`src/rtl/pcpi_div_pkg.sv`:
```
// Shared definitions for the PCPI divide/remainder co-processor.
// Holds the instruction-match constants, the operation and FSM state
// enums, and small helpers for decoding the operation.
package pcpi_div_pkg;

  localparam logic [6:0] OPCODE_OP     = 7'b0110011;
  localparam logic [6:0] FUNCT7_MULDIV = 7'b0000001;

  // Encoded as funct3[1:0] of the 1xx group.
  typedef enum logic [1:0] {
    OpDiv  = 2'b00,
    OpDivu = 2'b01,
    OpRem  = 2'b10,
    OpRemu = 2'b11
  } div_op_e;

  typedef enum logic [1:0] {
    StIdle,
    StCalc,
    StDone
  } div_state_e;

  function automatic logic op_is_signed(div_op_e op);
    return ~op[0];
  endfunction

  function automatic logic op_is_rem(div_op_e op);
    return op[1];
  endfunction

endpackage

```
`src/rtl/pcpi_div_step.sv`:
```
// One combinational restoring-division step.
// Ports:
//   rem_i/rem_o  partial remainder (never wider than XLEN bits)
//   div_i/div_o  shifted divisor, 2*XLEN-1 bits, shifted right one per step
//   quo_i/quo_o  quotient being built
//   msk_i/msk_o  one-hot quotient bit retired by this step
module pcpi_div_step
  import pcpi_div_pkg::*;
#(
  parameter int unsigned XLEN = 32
) (
  input  logic [XLEN-1:0]   rem_i,
  input  logic [2*XLEN-2:0] div_i,
  input  logic [XLEN-1:0]   quo_i,
  input  logic [XLEN-1:0]   msk_i,
  output logic [XLEN-1:0]   rem_o,
  output logic [2*XLEN-2:0] div_o,
  output logic [XLEN-1:0]   quo_o,
  output logic [XLEN-1:0]   msk_o
);

  logic fits;

  always_comb begin
    fits  = div_i <= {{(XLEN - 1){1'b0}}, rem_i};
    // When the divisor fits it is below 2^XLEN, so its low half is exact.
    rem_o = fits ? rem_i - div_i[XLEN-1:0] : rem_i;
    quo_o = fits ? quo_i | msk_i : quo_i;
    div_o = div_i >> 1;
    msk_o = msk_i >> 1;
  end

endmodule

```
`src/rtl/pcpi_div_radix.sv`:
```
// PCPI divide/remainder co-processor for DIV, DIVU, REM and REMU.
// Retires BITS_PER_CYCLE quotient bits per cycle via a chain of
// pcpi_div_step instances; XLEN/BITS_PER_CYCLE iterations per instruction.
// Ports:
//   clk, resetn        clock, asynchronous active-low reset
//   pcpi_valid/insn    instruction offered by the core
//   pcpi_rs1/rs2       dividend / divisor
//   pcpi_wr/ready      one-cycle result strobe
//   pcpi_rd            result, zero outside the strobe
//   pcpi_wait          instruction claimed, result pending
// Build option: define PCPI_DIV_EARLY_EXIT_EN to let divide-by-zero and
// signed overflow skip the iteration phase.
module pcpi_div_radix
  import pcpi_div_pkg::*;
#(
  parameter int unsigned XLEN           = 32,
  parameter int unsigned BITS_PER_CYCLE = 1
) (
  input  logic            clk,
  input  logic            resetn,
  input  logic            pcpi_valid,
  input  logic [31:0]     pcpi_insn,
  input  logic [XLEN-1:0] pcpi_rs1,
  input  logic [XLEN-1:0] pcpi_rs2,
  output logic            pcpi_wr,
  output logic [XLEN-1:0] pcpi_rd,
  output logic            pcpi_wait,
  output logic            pcpi_ready
);

  localparam int unsigned Iters = XLEN / BITS_PER_CYCLE;
  localparam int unsigned CntW  = $clog2(Iters + 1);
  localparam int unsigned DW    = 2 * XLEN - 1;

  div_state_e state_q, state_d;

  div_op_e         op_q;
  logic [XLEN-1:0] rs1_q, rem_q, quo_q, msk_q;
  logic [DW-1:0]   div_q;
  logic [CntW-1:0] cnt_q;
  logic            neg_quo_q, neg_rem_q, div0_q, ovf_q;

  // Decode
  logic            insn_match, in_signed, rs1_neg, rs2_neg, in_div0, in_ovf;
  logic            accept, early_exit;
  div_op_e         insn_op;
  logic [XLEN-1:0] abs1, abs2;
  logic            unused_insn;

  assign unused_insn = ^{pcpi_insn[24:15], pcpi_insn[11:7]};
  assign insn_match  = (pcpi_insn[6:0] == OPCODE_OP) && (pcpi_insn[31:25] == FUNCT7_MULDIV) &&
                       pcpi_insn[14];
  assign insn_op     = div_op_e'(pcpi_insn[13:12]);
  assign in_signed   = op_is_signed(insn_op);
  assign rs1_neg     = in_signed & pcpi_rs1[XLEN-1];
  assign rs2_neg     = in_signed & pcpi_rs2[XLEN-1];
  assign abs1        = rs1_neg ? -pcpi_rs1 : pcpi_rs1;
  assign abs2        = rs2_neg ? -pcpi_rs2 : pcpi_rs2;
  assign in_div0     = (pcpi_rs2 == '0);
  assign in_ovf      = in_signed & (pcpi_rs1 == {1'b1, {(XLEN - 1){1'b0}}}) & (&pcpi_rs2);
  assign accept      = (state_q == StIdle) && pcpi_valid && insn_match && !pcpi_ready;

`ifdef PCPI_DIV_EARLY_EXIT_EN
  assign early_exit = in_div0 | in_ovf;
`else
  assign early_exit = 1'b0;
`endif

  // Step chain
  logic [BITS_PER_CYCLE:0][XLEN-1:0] rem_c, quo_c, msk_c;
  logic [BITS_PER_CYCLE:0][DW-1:0]   div_c;

  assign rem_c[0] = rem_q;
  assign div_c[0] = div_q;
  assign quo_c[0] = quo_q;
  assign msk_c[0] = msk_q;

  for (genvar i = 0; i < BITS_PER_CYCLE; i++) begin : g_step
    pcpi_div_step #(
      .XLEN(XLEN)
    ) u_step (
      .rem_i(rem_c[i]),
      .div_i(div_c[i]),
      .quo_i(quo_c[i]),
      .msk_i(msk_c[i]),
      .rem_o(rem_c[i+1]),
      .div_o(div_c[i+1]),
      .quo_o(quo_c[i+1]),
      .msk_o(msk_c[i+1])
    );
  end

  // State register
  always_ff @(posedge clk or negedge resetn) begin
    if (!resetn) begin
      state_q <= StIdle;
    end else begin
      state_q <= state_d;
    end
  end

  // Next-state logic
  always_comb begin
    state_d = state_q;
    unique case (state_q)
      StIdle: if (accept) state_d = early_exit ? StDone : StCalc;
      StCalc: begin
        if (!pcpi_valid) begin
          state_d = StIdle;
        end else if (cnt_q == CntW'(1)) begin
          state_d = StDone;
        end
      end
      StDone:  state_d = StIdle;
      default: state_d = StIdle;
    endcase
  end

  // Datapath registers
  always_ff @(posedge clk or negedge resetn) begin
    if (!resetn) begin
      op_q      <= OpDiv;
      rs1_q     <= '0;
      rem_q     <= '0;
      div_q     <= '0;
      quo_q     <= '0;
      msk_q     <= '0;
      cnt_q     <= '0;
      neg_quo_q <= 1'b0;
      neg_rem_q <= 1'b0;
      div0_q    <= 1'b0;
      ovf_q     <= 1'b0;
    end else if (accept) begin
      op_q      <= insn_op;
      rs1_q     <= pcpi_rs1;
      rem_q     <= abs1;
      div_q     <= {abs2, {(XLEN - 1){1'b0}}};
      quo_q     <= '0;
      msk_q     <= {1'b1, {(XLEN - 1){1'b0}}};
      cnt_q     <= CntW'(Iters);
      neg_quo_q <= in_signed & (pcpi_rs1[XLEN-1] ^ pcpi_rs2[XLEN-1]) & ~in_div0;
      neg_rem_q <= rs1_neg;
      div0_q    <= in_div0;
      ovf_q     <= in_ovf;
    end else if (state_q == StCalc) begin
      rem_q <= rem_c[BITS_PER_CYCLE];
      div_q <= div_c[BITS_PER_CYCLE];
      quo_q <= quo_c[BITS_PER_CYCLE];
      msk_q <= msk_c[BITS_PER_CYCLE];
      cnt_q <= cnt_q - CntW'(1);
    end
  end

  // Outputs: result selection from the registered quotient/remainder and flags
  logic [XLEN-1:0] quo_res, rem_res;

  always_comb begin
    quo_res = neg_quo_q ? -quo_q : quo_q;
    rem_res = neg_rem_q ? -rem_q : rem_q;
    if (div0_q) begin
      quo_res = '1;
      rem_res = rs1_q;
    end else if (ovf_q) begin
      quo_res = rs1_q;
      rem_res = '0;
    end
    pcpi_wait  = (state_q == StCalc);
    pcpi_ready = (state_q == StDone);
    pcpi_wr    = pcpi_ready;
    pcpi_rd    = pcpi_ready ? (op_is_rem(op_q) ? rem_res : quo_res) : '0;
  end

endmodule

```
`config.mk`:
```
export PLATFORM = sky130hd
export DESIGN_NAME = pcpi_div_radix
export DESIGN_NICKNAME = d
export VERILOG_FILES = /design/src/rtl/pcpi_div_pkg.sv /design/src/rtl/pcpi_div_step.sv /design/src/rtl/pcpi_div_radix.sv
export SDC_FILE = /design/constraint.sdc
export NUM_CORES = 1
export LEC_CHECK = 0
export BUFFER_PORTS_ARGS = -buffer_cell sky130_fd_sc_hd__clkbuf_2
export CAP_MARGIN = 20
export CORE_UTILIZATION = 40
export DETAILED_ROUTE_END_ITERATION = 8
export GPL_TIMING_DRIVEN = 0
export HOLD_SLACK_MARGIN = 0.1
export SETUP_SLACK_MARGIN = 0.3
export SKIP_LAST_GASP = 1
export SYNTH_ARGS = -nofsm -noshare
export SYNTH_HDL_FRONTEND = slang
export SYNTH_SLANG_ARGS = --single-unit
```
`constraint.sdc`:
```
create_clock -name clk -period 3.9 [get_ports clk]
set_clock_uncertainty 0.05 [all_clocks]
set_input_delay 0.78 -clock clk [delete_from_list [all_inputs] [get_ports clk]]
set_output_delay 0.78 -clock clk [all_outputs]
set_load 0.02 [all_outputs]
```
==> reports/results.ini <==
[cts]
number_of_cts_inserted_buffers=26
clk_latency_ns=0.56
root_driver=sky130_fd_sc_hd__clkbuf_16
htree_num_levels=1
clk_transition_reported_paths_ns=0.07
numClockSinks=204
clock_tree_from_tritoncts=done
ctsLongestPathBuffers=3

[die]
die_w_um=194
full_die_area_um2=37700
start_util_pct=40.5
rows=70
io_count=134
core-area_um2=36500
die_height_um=194

[drt]
route.detailed.vias_per_inst=5.71
wire_per_inst_um=20.9
detailedRoute.firstPassIterationCount=5
drt_iter0_drc=1360
antenna_violation_net_count_after_detailed_routing=0
route.detailed.drc=0
totalWireLength_um=54200
routed_vias=14800

[critical_path]
path_depth=11
crit_path_max_incr_delay_ns=0.43
cpLargestDelayFamily=simple AND/OR/NAND/NOR gates
timing.critical_path.required_ns=3.07
rrSetupSlack_ns=0.39
cp.arrival_ns=3.73
worst-setup-path-type=reg2out
worst_setup_path_startpoint=quo_q[10]
rr_startpoint=rem_q[6]
cp-end-kind=output port
crit_buf_inv=2
worstSetupStartpointType=register
r2r_end=rem_q[25]
worst_setup_path_endpoint=pcpi_rd[29]
critPathMaxFanout=3
crit_path_frequent_cell=sky130_fd_sc_hd__or3_4
logic_depth_of_the_worst_register_to_register_path=14
path_cells=or3_4 -> or4_4 -> buf_6 -> or3_4 -> or3_4 -> o31ai_4 -> xnor2_2 -> o21ai_1 -> o21ai_1 -> a21oi_2 -> clkbuf_8
timing.critical_path.slowest_stage_cell=sky130_fd_sc_hd__or4_4

[power]
p_sw_uw=1210
swShare_pct=25.0
clock_power_share_pct=49.9
comb_power_share_pct=6.3
power_uw=4850
p_leak_uw=0.00828
power.density_nw_per_um2=272
cell_internal_pwr_uw=3630
power.share.sequential_pct=43.8
ir_drop_mv=0.276

[timing]
fmaxAchievable_ghz=0.219
unrepaired_setup_endpoints_after_global_routing=yes
timing_max_transition_violations_final=0
worst-slew-pin-transition_ns=1.11
slew_headroom_pct=25.7
min_period_ns=4.56
finalSetupViolations=21
hold_viol=0
fin_ws_ns=-0.661
finalCritPeriodShare_pct=117

[final_layout]
final_nets=2280
mostFrequentLayoutCell=sky130_fd_sc_hd__nand2_1
final_core_util_pct=48.8
areaGrowthSynthToFinish_pct=20.5
final_layout_size_suffix_gt1_share_pct=15.0
highest_count_cells_in_the_layout_ignoring_fill_and_taps=sky130_fd_sc_hd__nand2_1 (389), sky130_fd_sc_hd__a21oi_1 (214), sky130_fd_sc_hd__dfrtp_1 (199)

[global_routing]
met3_usage_pct=5.64
grt_util_met2_pct=45.5
top_usage_layer=met2
grt_use_met1_pct=37.7
grt_pass1_vias=14300
grt_first_pass_wirelength_um=82500
grt_antenna_before_repair=6
grt_max_degree=88
track_usage_pct=28.2
grt_overflow_total=0

[yosys]
synth_adder_area_share_pct=6.06
largest_family_of_logic_cells_by_synthesized_area=simple AND/OR/NAND/NOR gates
synth_enable_flop_cells=0
multiplexer_fraction_of_the_synthesized_cell_area_pct=2.74
synth_simple_gate_area_share_pct=21.2
yosysUniqueCellTypes=68
synthesis.yosys.warnings=0
yosys_register_bits=204
synth-compound-area-share_pct=20.5
yosysSeqAreaShare_pct=34.5
synth-main-ff-cell=sky130_fd_sc_hd__dfrtp_1
synthesis.nets=2098
asyncSetResetFlopFracSynth_pct=100
syn-mean-instance-area_um2=7.67
synth.cell_area_um2=14800
synth_cells=1928
synth_xor_area_share_pct=8.83

[run_status]
failing_checks=setup timing
run_status=finished, violations left

[flow_run]
timing.max_cap.violations=0

[placed_design]
count_of_buffers_from_port_buffering=117
finalWeightedCongestion=0.982
post-dp-hpwl_um=41600

[min_path]
holdCritPathClass=in2reg

-- tightest hold or removal path, delay by kind of cell --
| family | cells | cell delay, ns |
|---|---|---|
| and+or+nand+nor | 2 | 0.09 |
| buffers and inverters | 1 | 0.10 |
-- worst min path at each step --
stage	start	to	slack, ns	depth (start not counted)
2_1_floorplan	rs1_q[30]	rs1_q[30]	0.38	2
3_3_place_gp	rs1_q[31]	rs1_q[31]	0.43	2
3_5_place_dp	rs1_q[30]	rs1_q[30]	0.43	2
4_1_cts	pcpi_valid	state_q[1]	0.38	3
5_1_grt	pcpi_insn[13]	op_q[1]	0.42	3
6_report	pcpi_valid	state_q[1]	0.40	3
-- Yosys cell counts, types with 4 or more instances --
master                       n  share of area (%)
sky130_fd_sc_hd__buf_2       8               0.27
sky130_fd_sc_hd__nor2b_1    14               0.59
sky130_fd_sc_hd__dfrtp_1   204                 35
sky130_fd_sc_hd__or2_2       5               0.21
sky130_fd_sc_hd__mux2_2      8               0.61
sky130_fd_sc_hd__nand4_1    22               0.93
sky130_fd_sc_hd__o41ai_1    12               0.71
sky130_fd_sc_hd__o21bai_1    6               0.30
sky130_fd_sc_hd__ha_1       70                5.9
sky130_fd_sc_hd__inv_1     116                2.9
sky130_fd_sc_hd__nand2_1   392                 10
sky130_fd_sc_hd__clkbuf_1   94                2.4
sky130_fd_sc_hd__and2_1      4               0.17
sky130_fd_sc_hd__nor3b_1     4               0.20
sky130_fd_sc_hd__o31ai_1    27                1.4
sky130_fd_sc_hd__nor4_1     22               0.93
sky130_fd_sc_hd__nand3_1    21               0.71
sky130_fd_sc_hd__a211oi_1   11               0.56
sky130_fd_sc_hd__a21oi_1   217                7.3
sky130_fd_sc_hd__and3_1     10               0.42
sky130_fd_sc_hd__a21o_1     20                1.0
sky130_fd_sc_hd__or3_1      12               0.51
sky130_fd_sc_hd__o22ai_1    16               0.68
sky130_fd_sc_hd__o21ai_0   116                3.9
sky130_fd_sc_hd__nand2b_1   12               0.51
sky130_fd_sc_hd__nor3_1     32                1.1
sky130_fd_sc_hd__buf_1      14               0.36
sky130_fd_sc_hd__xor2_1     52                3.1
sky130_fd_sc_hd__or4_1       8               0.41
sky130_fd_sc_hd__a31oi_1    50                2.1
sky130_fd_sc_hd__o211ai_1    4               0.20
sky130_fd_sc_hd__mux2i_1    30                2.0
sky130_fd_sc_hd__a221oi_1    6               0.36
sky130_fd_sc_hd__xnor2_1    97                5.7
sky130_fd_sc_hd__nor2_1    140                3.6
-- metal layers --
metal  wire, um  up-vias
met5         12        -
met4       1800        2
met3       4210       93
met2      24600      543
met1      23600     7224
li1           -     6978
-- power by group through the flow --
| stage | combinational, uW | sequential, uW | clock, uW |
|---|---|---|---|
| after global placement | 290 | 2160 | 0 |
| after detailed placement | 300 | 2160 | 0 |
| after global routing | 334 | 2120 | 2520 |
| after CTS | 302 | 2130 | 2440 |
| final | 305 | 2130 | 2420 |
| after floorplan | 124 | 2160 | 0 |
-- repair_timing --
item / CTS / global route
pin swaps: 29 / 28
endpoints found under the hold margin: 4 / 0
hold buffers: 1 / 0
gates resized for setup: 94 / 80
cloned: 0 / 1
endpoints found under the setup margin: 83 / 90
setup buffers: 17 / 16
-- stage by stage --
stage	instances	setup slack, ns	hold WS, ns	area (um^2)	TNS (ns)
floorplan	1928	0.276	0.383	14800	0
global placement	2513	-2.24	0.429	16000	-500.64
detailed placement	2515	-0.290	0.433	16100	-6.43
CTS	2578	-0.630	0.382	17400	-8.72
global route	2597	-0.733	0.416	17800	-10.71
finish	2599	-0.661	0.403	17800	-8.58
-- logic make-up (layout without fill, tap and decap cells) --
kind of cell | count (synthesis) | after routing
AOI/OAI and AO/OA | 516 | 516
xor gates and xnor gates | 149 | 149
adders and majority gates | 71 | 71
buffers and inverters | 236 | 435
DFF | 204 | 204
muxes | 39 | 39
other | 0 | 4
and+or+nand+nor | 713 | 713
-- registers in the layout, indices dropped and copies added (netlist names) --
| name | count |
|---|---|
| quo_q | 32 |
| state_q | 2 |
| neg_rem_q | 1 |
| div_q | 63 |
| rs1_q | 32 |
| msk_q | 32 |
| cnt_q | 6 |
| neg_quo_q | 1 |
| div0_q | 1 |
| ovf_q | 1 |
| op_q | 1 |
| rem_q | 32 |
-- cell type report --
type / count / area [um^2]
multi-input combinational: 1488 / 9240
antenna: 4 / 10.0
timing repair buffer: 154 / 1060
fill: 3623 / 18700
tap: 468 / 586
clock buffer: 32 / 703
buffer: 119 / 533
inverter: 117 / 442
sequential: 204 / 5110
clock inverter: 13 / 133
No activity file was read; power rests on OpenSTA's default activity.
